`src/rtl/cpu_pkg.sv`:
```
// Shared definitions for the fetch sequencer: opcode encodings, instruction
// field positions, sequencer state type and default program bound.
package cpu_pkg;

  localparam int LAST_ADDR_DEF = 127;

  // Instruction field bit positions (16-bit instruction word)
  localparam int OPC_HI  = 15;
  localparam int OPC_LO  = 12;
  localparam int DEST_HI = 11;
  localparam int DEST_LO = 8;
  localparam int SRC1_HI = 7;
  localparam int SRC1_LO = 4;
  localparam int SRC2_HI = 3;
  localparam int SRC2_LO = 0;
  localparam int IMM_HI  = 7;
  localparam int IMM_LO  = 0;

  // Control opcodes handled inside the sequencer
  localparam logic [3:0] OP_HALT  = 4'b1110;
  localparam logic [3:0] OP_JUMP  = 4'b1101;
  localparam logic [3:0] OP_COND  = 4'b1111;
  // Reserved encodings that stop the machine
  localparam logic [3:0] OP_ILL_A = 4'b1001;
  localparam logic [3:0] OP_ILL_B = 4'b1010;
  localparam logic [3:0] OP_ILL_C = 4'b1100;

  typedef enum logic [2:0] {
    IDLE   = 3'd0,
    FETCH  = 3'd1,
    DECODE = 3'd2,
    ISSUE  = 3'd3,
    HALTED = 3'd4
  } seqState_t;

endpackage

```
`src/rtl/instr_field_decoder.sv`:
```
// Splits the held instruction word into fields and classifies the opcode.
module instr_field_decoder
  import cpu_pkg::*;
#(
  parameter int INSTR_W = 16
) (
  input  logic [INSTR_W-1:0] ir,
  output logic [3:0]         opcode,
  output logic [3:0]         dest,
  output logic [3:0]         src1,
  output logic [3:0]         src2,
  output logic [7:0]         imm,
  output logic               isHalt,
  output logic               isJump,
  output logic               isCond,
  output logic               isIllegal,
  output logic               isIssue
);

  assign opcode = ir[OPC_HI:OPC_LO];
  assign dest   = ir[DEST_HI:DEST_LO];
  assign src1   = ir[SRC1_HI:SRC1_LO];
  assign src2   = ir[SRC2_HI:SRC2_LO];
  assign imm    = ir[IMM_HI:IMM_LO];

  // Exactly one class flag is raised for every opcode
  always_comb begin
    isHalt    = 1'b0;
    isJump    = 1'b0;
    isCond    = 1'b0;
    isIllegal = 1'b0;
    isIssue   = 1'b0;
    case (opcode)
      OP_HALT:                      isHalt    = 1'b1;
      OP_JUMP:                      isJump    = 1'b1;
      OP_COND:                      isCond    = 1'b1;
      OP_ILL_A, OP_ILL_B, OP_ILL_C: isIllegal = 1'b1;
      default:                      isIssue   = 1'b1;
    endcase
  end

endmodule

```
`src/rtl/fetch_sequencer.sv`:
```
// Fetch/decode/issue sequencer: walks instruction memory from address 0,
// resolves halt/jump/conditional-halt locally and offers everything else to
// the execute stage through a valid/ready handshake.
module fetch_sequencer
  import cpu_pkg::*;
#(
  parameter int ADDR_W    = 8,
  parameter int INSTR_W   = 16,
  parameter int LAST_ADDR = LAST_ADDR_DEF
) (
  input  logic              clk,
  input  logic              reset,
  input  logic              run,
  output logic [ADDR_W-1:0] instr_addr,
  input  logic [INSTR_W-1:0] instr_data,
  output logic              issue_valid,
  input  logic              issue_ready,
  output logic [3:0]        issue_opcode,
  output logic [3:0]        issue_dest,
  output logic [3:0]        issue_src1,
  output logic [3:0]        issue_src2,
  output logic [7:0]        issue_imm,
  output logic [3:0]        cond_sel,
  input  logic [7:0]        cond_value,
  output logic              halted,
  output logic              fault,
  output logic              illegal,
  output logic [ADDR_W-1:0] pc,
  output logic [15:0]       instr_count
);

  localparam logic [ADDR_W-1:0] LAST_PC = ADDR_W'(LAST_ADDR);

  seqState_t          state, stateNext;
  logic [INSTR_W-1:0] ir, irNext;
  logic [ADDR_W-1:0]  pcNext;
  logic [15:0]        cntNext;
  logic               faultNext, illegalNext;

  logic [3:0] opcode, dest, src1, src2;
  logic [7:0] imm;
  logic       isHalt, isJump, isCond, isIllegal, isIssue;

  instr_field_decoder #(.INSTR_W(INSTR_W)) uDec (
    .ir        (ir),
    .opcode    (opcode),
    .dest      (dest),
    .src1      (src1),
    .src2      (src2),
    .imm       (imm),
    .isHalt    (isHalt),
    .isJump    (isJump),
    .isCond    (isCond),
    .isIllegal (isIllegal),
    .isIssue   (isIssue)
  );

  assign instr_addr   = pc;
  assign issue_valid  = (state == ISSUE);
  assign issue_opcode = opcode;
  assign issue_dest   = dest;
  assign issue_src1   = src1;
  assign issue_src2   = src2;
  assign issue_imm    = imm;
  assign cond_sel     = (state == DECODE) ? src2 : 4'd0;
  assign halted       = (state == HALTED);

  // State and datapath registers; reset clears everything at once
  always_ff @(posedge clk or posedge reset) begin
    if (reset) begin
      state       <= IDLE;
      ir          <= '0;
      pc          <= '0;
      instr_count <= '0;
      fault       <= 1'b0;
      illegal     <= 1'b0;
    end else begin
      state       <= stateNext;
      ir          <= irNext;
      pc          <= pcNext;
      instr_count <= cntNext;
      fault       <= faultNext;
      illegal     <= illegalNext;
    end
  end

  // Next-state and datapath updates; stepping past LAST_PC faults with pc held
  always_comb begin
    stateNext   = state;
    irNext      = ir;
    pcNext      = pc;
    cntNext     = instr_count;
    faultNext   = fault;
    illegalNext = illegal;
    case (state)
      IDLE: begin
        pcNext = '0;
        if (run) stateNext = FETCH;
      end
      FETCH: begin
        irNext    = instr_data;
        stateNext = DECODE;
      end
      DECODE: begin
        if (isHalt) begin
          stateNext = HALTED;
        end else if (isJump) begin
          if (32'(imm) > LAST_ADDR) begin
            stateNext = HALTED;
            faultNext = 1'b1;
          end else begin
            pcNext    = ADDR_W'(imm);
            stateNext = FETCH;
          end
        end else if (isCond) begin
          if (cond_value == 8'd0) begin
            stateNext = HALTED;
          end else if (pc == LAST_PC) begin
            stateNext = HALTED;
            faultNext = 1'b1;
          end else begin
            pcNext    = pc + ADDR_W'(1);
            stateNext = FETCH;
          end
        end else if (isIllegal) begin
          stateNext   = HALTED;
          illegalNext = 1'b1;
        end else if (isIssue) begin
          stateNext = ISSUE;
        end
      end
      ISSUE: begin
        if (issue_ready) begin
          if (instr_count != 16'hFFFF) cntNext = instr_count + 16'd1;
          if (pc == LAST_PC) begin
            stateNext = HALTED;
            faultNext = 1'b1;
          end else begin
            pcNext    = pc + ADDR_W'(1);
            stateNext = FETCH;
          end
        end
      end
      default: ;  // HALTED: only reset leaves
    endcase
  end

endmodule

```
`config.mk`:
```
export PLATFORM = sky130hd
export DESIGN_NAME = fetch_sequencer
export DESIGN_NICKNAME = d
export VERILOG_FILES = /design/src/rtl/cpu_pkg.sv /design/src/rtl/instr_field_decoder.sv /design/src/rtl/fetch_sequencer.sv
export SDC_FILE = /design/constraint.sdc
export NUM_CORES = 1
export LEC_CHECK = 0
export ABC_AREA = 1
export BUFFER_PORTS_ARGS = -buffer_cell sky130_fd_sc_hd__buf_2
export CAP_MARGIN = 30
export CORE_MARGIN = 2
export CORE_UTILIZATION = 30
export CTS_CLUSTER_DIAMETER = 100
export DETAILED_ROUTE_END_ITERATION = 10
export PLACE_DENSITY_LB_ADDON = 0.25
export SYNTH_ARGS = -nofsm -noshare
export SYNTH_HDL_FRONTEND = slang
export SYNTH_SLANG_ARGS = --single-unit
```
`constraint.sdc`:
```
create_clock -name clk -period 1.6 [get_ports clk]
set_input_delay 0.08 -clock clk [delete_from_list [all_inputs] [get_ports clk]]
set_output_delay 0.08 -clock clk [all_outputs]
set_load 0.01 [all_outputs]
```
==> flow_summary.json, run 1 <==
{
  "synth_top_area_cell": "dfrtp_1",
  "r2r_end": "instr_addr[4]",
  "r2r_slack_ns": 0.07,
  "cts_made_buffers": 5,
  "drive_gt1_frac": 0.379,
  "antenna_cells": 0,
  "synth_area_leaders": "dfrtp_1 (43%), nand2_1 (15%), inv_1 (5.3%)",
  "clk_pin_slew_ns": 0.09,
  "cap_viol_max_count": 0,
  "synth_nets": 373,
  "ctsLongestPathBuffers": 2,
  "synth-adder-area-share": 0.00951,
  "drv_slew": 0,
  "ant_nets": 0,
  "firstDrtPassIters": 4,
  "vias": 2562,
  "place_inst": 542,
  "relSlewSlack": 0.684,
  "cpMaxStageDelayCell": "dfrtp_1",
  "synth_cell_types": 31,
  "synth-edff-count": 0,
  "cts_sinks": 45,
  "fin_hold_ws_ns": 0.198,
  "reg2reg_depth": 10,
  "dieArea_mm2": 0.00953,
  "synth-xor-area-share": 0.0633,
  "start_util": 0.306,
  "grt_pass1_wl_um": 11300,
  "cp-end-kind": "output port",
  "cp-endpoint": "cond_sel[0]",
  "use_met3": 0.0302,
  "hold_violations": 0,
  "grt_pass1_vias": 2394,
  "yosysTopAreaCellShare": 0.428,
  "fmax_ghz": 0.654,
  "synth_top_family_by_area": "simple AND/OR/NAND/NOR gates",
  "criticalPathCategory": "register to output port",
  "fp.dieH_um": 97.6,
  "rows": 34,
  "clock_latency_ns": 0.29,
  "worstPathRequired_ns": 1.52,
  "drc_errors": 0,
  "fin_nets": 499,
  "busiest_layer": "met2",
  "rsz0062_at_grt": "true",
  "syn_to_final_growth_pct": 40.7,
  "worstMarginPinSlew_ns": 0.473,
  "setup_viol": 0,
  "outcome": "finished clean",
  "power_density_mw_per_mm2": 522,
  "cp_max_fo": 7,
  "grt_use_total": 0.145,
  "yosys.area_share.simple": 0.296,
  "overflow": 0,
  "post-route-period-util": 0.956,
  "synth_warnings": 0,
  "gp_congestion": 0.854,
  "finClkSkew_ns": 0.00606,
  "numPortBuffers": 91,
  "dpl.hpwl_um": 5210,
  "hp-class": "input port to register",
  "cpPeakStageDelay_ns": 0.41,
  "path_cells": "inv_2 > nand2_4 > nor2_4 > inv_4 > buf_6 > nor2_1 > buf_2",
  "drtIter0Drc": 108,
  "ctsHtreeMaxLevel": 2,
  "async_reset_ff_frac": 1.00,
  "ys_ff_latch": 45,
  "ys.flop_type": "dfrtp_1",
  "avgSynthCellArea_um2": 7.67,
  "core-area_mm2": 0.00859,
  "final.min_clock_period_ns": 1.53,
  "ys_seq_area_frac": 0.428,
  "r2r-start": "state[2]",
  "muxShareOfSynthArea": 0,
  "layoutNonFillerInstCount": 578,
  "startpoint": "state[2]",
  "io_pins": 92,
  "vias_per_cell": 4.43,
  "synth-compound-area-share": 0.0766,
  "wl_per_cell_um": 12.5,
  "syn-cell-area_mm2": 0.00263,
  "die_w_um": 97.6,
  "cts_tree": "yes",
  "grt_use_met2": 0.239,
  "netlist_instances": 343,
  "worstSetupStartpointType": "register",
  "ir_worst_vdd_mv": 0.336,
  "leakagePower_nw": 1.95,
  "worst_ep_arrival_time_ns": 1.45,
  "wl_um": 7230,
  "grt_max_degree": 27,
  "fin_util": 0.431,
  "grt_use_met1": 0.195,
  "antenna_found_initial": 0,
  "cts_root_buffer": "clkbuf_8"
}
registers in the layout (all words and copies together) (netlist names):
name,cells
state,3
instr_addr,8
ir,16
fault,1
illegal,1
instr_count,16
final cells by class:
class	instances	area, um2
timing repair buffer	139	886
sequential	45	1130
clock buffer	8	80.1
multi-input combinational	232	1300
fill	884	4890
tap	108	135
inverter	46	175
per-layer routing:
| layer | part of all wire | routed length, um | vias up |
|---|---|---|---|
| li1 | - | - | 1300 |
| met1 | 0.47 | 3420 | 1182 |
| met2 | 0.47 | 3390 | 76 |
| met3 | 0.051 | 368 | 4 |
| met4 | 0.0076 | 55 | 0 |
| met5 | 0 | 0 | - |
stage by stage:
step	setup TNS, ns	power, mW	cell area [um2]	setup WS (ns)
6_report	0	1.93	3700	0.0703
5_1_grt	-0.151	2.02	3700	-0.0419
4_1_cts	0	1.97	3480	0.00708
3_5_place_dp	0	1.23	3230	0.00871
3_3_place_gp	0	1.23	3230	0.0396
2_1_floorplan	0	1.18	2630	0.0375
cell usage after synthesis (3+ instances only):
cell     instances
a21oi_1          5
buf_4           16
dfrtp_1         45
inv_1           37
inv_2            8
nand2_1        107
nand2_2          4
nand3_1          8
nand4_1          7
nor2_1          32
nor2_4           3
nor3_1           5
nor3_2           3
o21ai_0         15
o21ai_1          6
o21ai_2          3
xnor2_1          6
xor2_1          13
kinds of logic after synthesis:
| kind of cell | Yosys count |
|---|---|
| flip-flops | 45 |
| buffers and inverters | 67 |
| AND/OR/NAND/NOR | 175 |
| adder cells (fa/ha/maj) | 2 |
| XOR/XNOR | 19 |
| AO/OA/AOI/OAI | 35 |
critical path, delay by kind of cell, from the launching register on:
kind	cells	cell delay [ns]
buffers and inverters	4	0.43
flip-flops	1	0.41
AND/OR/NAND/NOR	3	0.30
power breakdown:
group          leakage, nW  switching (mW)  internal [mW]
combinational         1.40          0.0432         0.0579
clock               0.0395           0.384          0.312
sequential           0.507               0           1.14
total                 1.95           0.428           1.51
placed cells by master, fill, tap and decap left out:
cell,count
buf_12,1
inv_4,1
o21bai_1,2
ha_2,2
a21oi_1,5
nand2_2,6
dlygate4sd3_1,17
clkbuf_8,5
inv_2,9
nor2_8,1
or2_2,1
nand2_4,6
nor2_2,5
nand2_1,101
buf_6,4
xor2_1,13
nor3_1,3
nand3_2,4
o21ai_2,3
xnor2_1,6
nor2_4,6
buf_2,91
o21ai_1,6
dfrtp_1,44
nor3_2,4
a22oi_1,2
o211ai_1,2
nor2_1,26
o21ai_4,1
dfrtp_2,1
nand3_1,5
buf_4,26
clkbuf_1,3
o21ai_0,14
nand4_1,7
nor3_4,1
inv_1,36
worst min path at each step:
stage,startpoint,end,cells past startpoint
global route,run,state[1],4
finish,run,state[1],4
detailed placement,reset,ir[8],2
CTS,instr_data[13],ir[13],3
floorplan,instr_data[10],ir[10],2
global placement,reset,ir[8],2
repair_timing:
item / in CTS / in global routing
hold buffers: 16 / 1
gates resized for setup: 1 / 36
gates cloned: 0 / 2
pin swaps: 1 / 13
setup buffers: 1 / 8
endpoints found under the hold margin: 34 / 1
setup endpoints to repair: 2 / 35
Power figures use the tool's default switching activity.
==> run 2, diff against run 1 <==
--- a/config.mk
+++ b/config.mk
@@ -13,6 +13,7 @@
 export CTS_CLUSTER_DIAMETER = 100
 export DETAILED_ROUTE_END_ITERATION = 10
 export PLACE_DENSITY_LB_ADDON = 0.25
+export RECOVER_POWER = 50
 export SYNTH_ARGS = -nofsm -noshare
 export SYNTH_HDL_FRONTEND = slang
 export SYNTH_SLANG_ARGS = --single-unit
==> flow_summary.json, run 2 (synthesis results as in run 1) <==
{
  "route.met3.wl_um": 366,
  "layout_common_cells": "nand2_1 (101), buf_2 (71), dfrtp_1 (44)",
  "cts_root_buffer": "clkbuf_8",
  "place_inst": 542,
  "leakagePower_nw": 1.90,
  "worstMarginPinSlew_ns": 0.861,
  "grt_use_total": 0.145,
  "ir_worst_vdd_mv": 0.336,
  "grt_pass1_vias": 2394,
  "fin_hold_ws_ns": 0.198,
  "wl_met1_um": 3410,
  "r2r-start": "state[2]",
  "drc_errors": 0,
  "worstPathRequired_ns": 1.52,
  "relSlewSlack": 0.426,
  "design_area_mm2": 0.00367,
  "antenna_found_initial": 0,
  "path_cells": "inv_2 > nand2_4 > nor2_4 > inv_4 > buf_6 > nor2_1 > buf_2",
  "cts_sinks": 45,
  "drtIter0Drc": 122,
  "wl_um": 7230,
  "vias_per_cell": 4.44,
  "finClkSkew_ns": 0.00589,
  "crit_buf_inv": 4,
  "cap_viol_max_count": 0,
  "highest_layer": "met4",
  "seqCellArea_mm2": 0.00113,
  "antenna_cells": 0,
  "fillers": 891,
  "start_util": 0.306,
  "dieArea_mm2": 0.00953,
  "syn_to_final_growth_pct": 39.7,
  "hold-path-cell-count": 4,
  "dr_wl_met2_um": 3410,
  "fp.dieH_um": 97.6,
  "io_pins": 92,
  "criticalPathCategory": "register to output port",
  "fmax_ghz": 0.654,
  "gp_congestion": 0.854,
  "worst_ep_arrival_time_ns": 1.45,
  "worstSetupStartpointType": "register",
  "core-area_mm2": 0.00859,
  "layoutNonFillerInstCount": 578,
  "crit_family": "buffers and inverters",
  "power_density_mw_per_mm2": 526,
  "die_w_um": 97.6,
  "firstDrtPassIters": 4,
  "place_area_mm2": 0.00323,
  "reg2reg_depth": 10,
  "min_to": "state[1]",
  "vias": 2564,
  "hp-class": "input port to register",
  "cp-end-kind": "output port",
  "ctsLongestPathBuffers": 2,
  "hold_violations": 0,
  "final.min_clock_period_ns": 1.53,
  "clock_latency_ns": 0.29,
  "hp-start": "run",
  "ctsHtreeMaxLevel": 2,
  "rsz0062_at_grt": "true",
  "overflow": 0,
  "drive_gt1_frac": 0.334,
  "grt_pass1_wl_um": 11300,
  "dpl.hpwl_um": 5210,
  "fin_util": 0.428,
  "post-route-period-util": 0.956,
  "drv_slew": 0,
  "numPortBuffers": 91,
  "final_common_cell": "nand2_1",
  "ant_nets": 0,
  "finalSetupTns_ns": 0,
  "fin_nets": 499,
  "multi_input_area_mm2": 0.00130,
  "wl_per_cell_um": 12.5,
  "cpMaxStageDelayCell": "dfrtp_1",
  "cts_tree": "yes",
  "cts_made_buffers": 5,
  "cpPeakStageDelay_ns": 0.41,
  "r2r_end": "instr_addr[4]",
  "clk_pin_slew_ns": 0.09,
  "cp_max_fo": 7,
  "outcome": "finished clean",
  "r2r_slack_ns": 0.08,
  "grt_max_degree": 27,
  "rows": 34,
  "setup_viol": 0
}
-- run 2: cell type report --
type                            count  share of cell area
Multi-Input combinational cell    232               0.353
Sequential cell                    45               0.307
Timing Repair Buffer              139               0.234
Inverter                           46              0.0477
Tap cell                          108              0.0368
Clock buffer                        8              0.0218
-- run 2: where the power goes --
| group | switching [mW] | leakage [nW] | internal [mW] |
|---|---|---|---|
| logic | 0.0430 | 1.36 | 0.0578 |
| registers | 0 | 0.507 | 1.14 |
| clock network | 0.383 | 0.0395 | 0.311 |
-- run 2: per-layer routing --
| metal | track usage | vias to the layer above |
|---|---|---|
| met4 | 0.0353 | 0 |
| met1 | 0.195 | 1187 |
| met3 | 0.0302 | 4 |
| met5 | 0 | - |
| li1 | - | 1301 |
| met2 | 0.239 | 72 |
-- run 2: through the flow --
step / power (mW) / worst slack (ns)
after floorplan: 1.18 / 0.0375
after global placement: 1.23 / 0.0396
after detailed placement: 1.23 / 0.00871
after CTS: 1.97 / 0.00708
after global routing: 2.02 / -0.0419
final: 1.93 / 0.0709
-- run 2: worst max path at each step --
stage	startpoint	endpoint	slack, ns	cells after the start
2_1_floorplan	instr_addr[1]	state[0]	0.04	11
3_3_place_gp	ir[13]	instr_addr[4]	0.04	10
3_5_place_dp	instr_addr[1]	state[2]	0.009	11
4_1_cts	state[2]	cond_sel[1]	0.007	7
5_1_grt	instr_addr[1]	instr_addr[6]	-0.04	10
6_report	state[2]	cond_sel[0]	0.07	7
-- run 2: tightest hold or removal path: cells and delay by family --
family                 cells  cell delay, ns
AOI/OAI and AO/OA          2            0.25
buffers and inverters      1            0.07
and+or+nand+nor            1            0.05
-- run 2: timing repair --
item                                    4_1_cts  5_1_grt
setup buffers                                 1        8
endpoints found under the setup margin        2       35
pin swaps                                     1       13
gates cloned                                  0        2
hold buffers                                 16        1
resized for setup                             1       36
endpoints found under the hold margin        34        1
